## config.mk

```make
export PLATFORM = sky130hd
export DESIGN_NAME = x25519_dh_ctrl
export DESIGN_NICKNAME = d
export VERILOG_FILES = /design/src/rtl/x25519_pkg.sv /design/src/rtl/x25519_dh_ctrl.sv
export SDC_FILE = /design/constraint.sdc
export NUM_CORES = 2
export LEC_CHECK = 0
export CORE_AREA = 5 5 697 699
export CTS_BUF_LIST = sky130_fd_sc_hd__clkbuf_4 sky130_fd_sc_hd__clkbuf_8
export CTS_CLUSTER_SIZE = 24
export DETAILED_ROUTE_END_ITERATION = 8
export DIE_AREA = 0 0 702 704
export PLACE_DENSITY = 0.34
export SYNTH_ARGS = -nofsm -noshare
export SYNTH_HDL_FRONTEND = slang
export SYNTH_SLANG_ARGS = --single-unit
```

## constraint.sdc

```tcl
create_clock -name clock -period 3.4 [get_ports clock]
set_input_delay 0.68 -clock clock [delete_from_list [all_inputs] [get_ports clock]]
set_output_delay 0.68 -clock clock [all_outputs]
set_load 0.005 [all_outputs]
```

## src/rtl/x25519_pkg.sv

```systemverilog
// Shared X25519 definitions: field-element type, base point, DH controller
// state encoding and scalar clamping, also reused by key-management blocks.
package x25519_pkg;

  typedef logic [254:0] fe_t;

  localparam fe_t BASE_U_DEFAULT = 255'd9;

  typedef enum logic [1:0] {
    ST_IDLE    = 2'd0,
    ST_PUB_RUN = 2'd1,
    ST_KEYED   = 2'd2,
    ST_SH_RUN  = 2'd3
  } dh_state_e;

  // Bit 254 of the seed is dropped: the clamped scalar always has bit 254 set
  // and a multiple-of-8 value (cofactor clearing).
  function automatic fe_t clamp(input fe_t s);
    return {1'b1, s[253:3], 3'b000};
  endfunction

endpackage

```

## src/rtl/x25519_dh_ctrl.sv

```systemverilog
// X25519 Diffie-Hellman sequencer: public-key generation on load, shared secret
// on peer_valid, driving one external curve25519 scalar-multiplication core.
module x25519_dh_ctrl
  import x25519_pkg::*;
#(
  parameter fe_t BASE_U = BASE_U_DEFAULT
) (
  input  logic         clock,
  input  logic         reset,
  input  logic         load,
  input  logic [254:0] secret,
  input  logic         peer_valid,
  input  logic [254:0] peer_key,
  output logic         busy,
  output logic         public_valid,
  output logic [254:0] public_key,
  output logic         shared_valid,
  output logic [254:0] shared,
  output logic         shared_zero,
  output logic         err,
  output logic         core_start,
  output logic [254:0] core_scalar,
  output logic [254:0] core_point,
  input  logic         core_done,
  input  logic [254:0] core_out
);

  dh_state_e state_q, state_d;
  logic      armed_q, armed_d;
  fe_t       scalar_q, scalar_d;
  fe_t       public_key_q, public_key_d;
  fe_t       shared_q, shared_d;
  logic      shared_zero_q, shared_zero_d;
  logic      public_valid_q, public_valid_d;
  logic      shared_valid_q, shared_valid_d;
  logic      err_q, err_d;
  logic      core_start_q, core_start_d;
  fe_t       core_scalar_q, core_scalar_d;
  fe_t       core_point_q, core_point_d;

  logic load_ok, peer_ok, done_acc;
  fe_t  clamped;

  // The core idles with done high, so a done only counts once it has been
  // seen low after our start; this also masks a done left over across reset.
  assign done_acc = armed_q & core_done;
  assign load_ok  = load & ((state_q == ST_IDLE) | (state_q == ST_KEYED));
  assign peer_ok  = peer_valid & ~load & (state_q == ST_KEYED);
  assign clamped  = clamp(secret);

  // State register
  always_ff @(posedge clock) begin
    if (reset) state_q <= ST_IDLE;
    else       state_q <= state_d;
  end

  // Next-state logic
  always_comb begin
    state_d = state_q;
    case (state_q)
      ST_IDLE:    if (load_ok) state_d = ST_PUB_RUN;
      ST_KEYED: begin
        if (load_ok)      state_d = ST_PUB_RUN;
        else if (peer_ok) state_d = ST_SH_RUN;
      end
      ST_PUB_RUN: if (done_acc) state_d = ST_KEYED;
      ST_SH_RUN:  if (done_acc) state_d = ST_KEYED;
      default:    state_d = ST_IDLE;
    endcase
  end

  // Output / datapath logic
  always_comb begin
    armed_d        = armed_q;
    scalar_d       = scalar_q;
    public_key_d   = public_key_q;
    shared_d       = shared_q;
    shared_zero_d  = shared_zero_q;
    public_valid_d = 1'b0;
    shared_valid_d = 1'b0;
    core_start_d   = 1'b0;
    core_scalar_d  = core_scalar_q;
    core_point_d   = core_point_q;
    err_d          = (peer_valid & ~peer_ok) | (load & ~load_ok);

    if (!core_done) armed_d = 1'b1;

    if (load_ok) begin
      scalar_d      = clamped;
      core_scalar_d = clamped;
      core_point_d  = BASE_U;
      core_start_d  = 1'b1;
      armed_d       = 1'b0;
    end else if (peer_ok) begin
      core_scalar_d = scalar_q;
      core_point_d  = peer_key;
      core_start_d  = 1'b1;
      armed_d       = 1'b0;
    end

    if (done_acc && state_q == ST_PUB_RUN) begin
      public_key_d   = core_out;
      public_valid_d = 1'b1;
    end
    if (done_acc && state_q == ST_SH_RUN) begin
      shared_d       = core_out;
      shared_zero_d  = (core_out == '0);
      shared_valid_d = 1'b1;
    end
  end

  always_ff @(posedge clock) begin
    if (reset) begin
      armed_q        <= 1'b0;
      scalar_q       <= '0;
      public_key_q   <= '0;
      shared_q       <= '0;
      shared_zero_q  <= 1'b0;
      public_valid_q <= 1'b0;
      shared_valid_q <= 1'b0;
      err_q          <= 1'b0;
      core_start_q   <= 1'b0;
      core_scalar_q  <= '0;
      core_point_q   <= '0;
    end else begin
      armed_q        <= armed_d;
      scalar_q       <= scalar_d;
      public_key_q   <= public_key_d;
      shared_q       <= shared_d;
      shared_zero_q  <= shared_zero_d;
      public_valid_q <= public_valid_d;
      shared_valid_q <= shared_valid_d;
      err_q          <= err_d;
      core_start_q   <= core_start_d;
      core_scalar_q  <= core_scalar_d;
      core_point_q   <= core_point_d;
    end
  end

  assign busy         = (state_q == ST_PUB_RUN) | (state_q == ST_SH_RUN);
  assign public_valid = public_valid_q;
  assign public_key   = public_key_q;
  assign shared_valid = shared_valid_q;
  assign shared       = shared_q;
  assign shared_zero  = shared_zero_q;
  assign err          = err_q;
  assign core_start   = core_start_q;
  assign core_scalar  = core_scalar_q;
  assign core_point   = core_point_q;

endmodule

```

==> flow_summary.ini <==
[routing]
totalWireLength_mm = 412
drtAntennaViolNets = 0
first_pass_iters = 5
avgViaCountPerCell = 3.54
wl_per_cell_um = 28.5
drc = 0
drt-initial-drc-count = 3880
via_count = 51216

[yosys]
synthMuxAreaShare_pct = 0
synth-xor-area-share_pct = 0
synth-simple-area-share_pct = 24.1
synthCells = 5934
postSynthAreaPerCell_um2 = 7.81
synth-warning-count = 0
synthesis.area_um2 = 46300
synth_seq_cells = 1277
synth_edf_count = 0
synth_compound_area_share_pct = 15.8
synth.top_cell.area_share_pct = 55.2
ys_top_cells_by_area = dfxtp_1, nand2_1, a21oi_1
yosys.area.top_type = dfxtp_1
ys_async_sr_fraction_pct = 0
synth_cell_types = 27
ys.flop_type = dfxtp_1
synth_top_family_by_area = simple AND/OR/NAND/NOR gates
synthAdderAreaFrac_pct = 0
synth-seq-area-share_pct = 55.2

[clocking]
clkTransAtPathRegs_ps = 60
cts_inserted_buffers = 284
post_cts.repair.setup_buffers = 0
clk_latency_ps = 1050
h-tree-depth = 5
cts_num_sinks = 1277
cts_tree = built
root_buffer = clkbuf_8
clockBufferDepth = 4

[worst_setup_path]
crit_type = flop to primary output
path_cells = clkdlybuf4s50_1
worstPathRequired_ps = 2720
critical_path_buf_inv_count = 1
cp_slowest_cell = clkdlybuf4s50_1
cp-end-kind = primary output
r2r-start = state_q[0]
arrival_ps = 2380
critPathLaunchType = flop
cp_max_fo = 2
critical-path-top-delay-family = buffers and inverters
startpoint = public_key[238]
slowest_delay_ps = 700

[sta]
timing.final.ws_setup_ps = 338
fin_crit_ps = 3060
worst_pin_slew_ps = 1360
finalSetupViolCount = 0
hold_viol = 0
slew_headroom_pct = 8.37
slew_viol_final = 0
fmax_ghz = 0.327
grt_setup_unrepaired = false
fin_crit_sh_pct = 90.1
hold_ws_ps = 203
fin_skew_ps = 105

[die]
start_util_pct = 9.69
ios = 1796
die_x_um = 702
dieArea_um2 = 494000
placementRows = 254
die_y_um = 704
core_um2 = 478000

[global_route]
grt_antenna_before_repair = 230
grt-ovfl-total = 0
grt_pass1_vias = 49056
grt_max_degree = 112
grt_usage_pct = 15.8
grt_pass1_wl_mm = 521

[pwr]
power.density_nw_per_um2 = 485
intPower_uw = 27700
p_sw_uw = 10700
switching_share_pct = 28.0
power_frac_seq_pct = 40.9
p_leak_uw = 0.0255
power_frac_clock_pct = 48.7
pwr-share-comb_pct = 10.4
ir_drop_mv = 0.258

[flow_run]
cap_violations = 0

[cells_and_area]
fin_area_um2 = 79200
area_growth_pct = 70.9
fin_nets = 8576
fillCellCount = 54637
drive_gt1_share_pct = 8.78
instances_no_fill = 14474
seq_area_um2 = 25600
multi_input_area_um2 = 18600

[placed_design]
place_area_um2 = 72500
place_inst = 13852
io_buffers = 1788
dpl_worst_slack_ps = 7.41
dpl.hpwl_mm = 336
gp_congestion = 0.896

[worst_hold_path]
hold_start = peer_key[207]
hold_path.class = input pin to flop

[outcome]
status = finished clean
final cells by class:
class,count,area share (%)
multi-input cells,4175,23.4
clock buffers,427,6.64
clock inverters,48,0.705
diodes,79,0.250
flip-flops and latches,1277,32.3
repair buffers,2068,26.6
well taps,6400,10.1
worst min-delay path: stages:
cell and delay (ps):
clkdlybuf4s50_1 400, nand2_1 60, a21oi_1 50
metal layers:
metal | routed length [um] | track usage (%)
met3 | 39900 | 6.81
met1 | 168000 | 18.8
met5 | 765 | 0
met2 | 191000 | 26.1
met4 | 11900 | 4.11
cells by family after synthesis:
kind of cell,count (synthesis)
and+or+nand+nor,2901
AOI/OAI and AO/OA,1271
DFF,1277
buffers and inverters,484
other,1
flip-flops by register name, summed over array words and instances (netlist names), 2 cells and up:
register,count
public_key,255
state_q,2
core_scalar,252
shared,255
scalar_q,252
core_point,255
stage by stage:
step	utilization, %	total power [uW]	TNS [ps]
global route	16.5	40200	0
floorplan	-	17100	0
CTS	16.5	39400	0
global placement	15.2	20000	-64.8
finish	16.6	38400	0
detailed placement	15.2	20000	0
cells in the mapped netlist (all sizes together) (2+ instances only):
master,instances
dfxtp,1277
a311oi,251
nor2b,3
nor2,264
a221oi,2
nand2b,4
nand3,4
buf,258
a21oi,1016
clkbuf,226
nand4,14
nor4,66
nor3,6
nand2,2535
power by group through the flow:
stage / Clock (uW) / Combinational (uW) / Sequential [uW]
floorplan: 0 / 1070 / 16000
global placement: 0 / 3990 / 16000
detailed placement: 0 / 3970 / 16000
CTS: 19600 / 4090 / 15700
global route: 20200 / 4260 / 15800
finish: 18700 / 3990 / 15700
placed cells by master (no fill, tap or decap), types with 79 or more instances in the layout:
master and n:
dfxtp_1 1277, buf_4 141, clkbuf_4 99, a21oi_1 1016, a311oi_1 251, nor2_1 262
clkdlybuf4s50_1 1785, nand2_1 2534, diode_2 79, clkbuf_8 328
path summary, 6_finish.rpt:
| path | end | slack [ps] | depth (start not counted) |
|---|---|---|---|
| hold reg to reg | core_scalar[79] | 440 | 2 |
| setup / recovery | public_key[238] | 340 | 1 |
| setup reg to reg | shared[195] | 1070 | 6 |
| hold / removal | core_point[207] | 200 | 3 |
what timing repair did:
item,4_1_cts,5_1_grt
gates resized for setup,2,0
endpoints found under the hold margin,73,0
hold buffers,68,0
endpoints found under the setup margin,2,0
(Power assumes the default switching activity.)
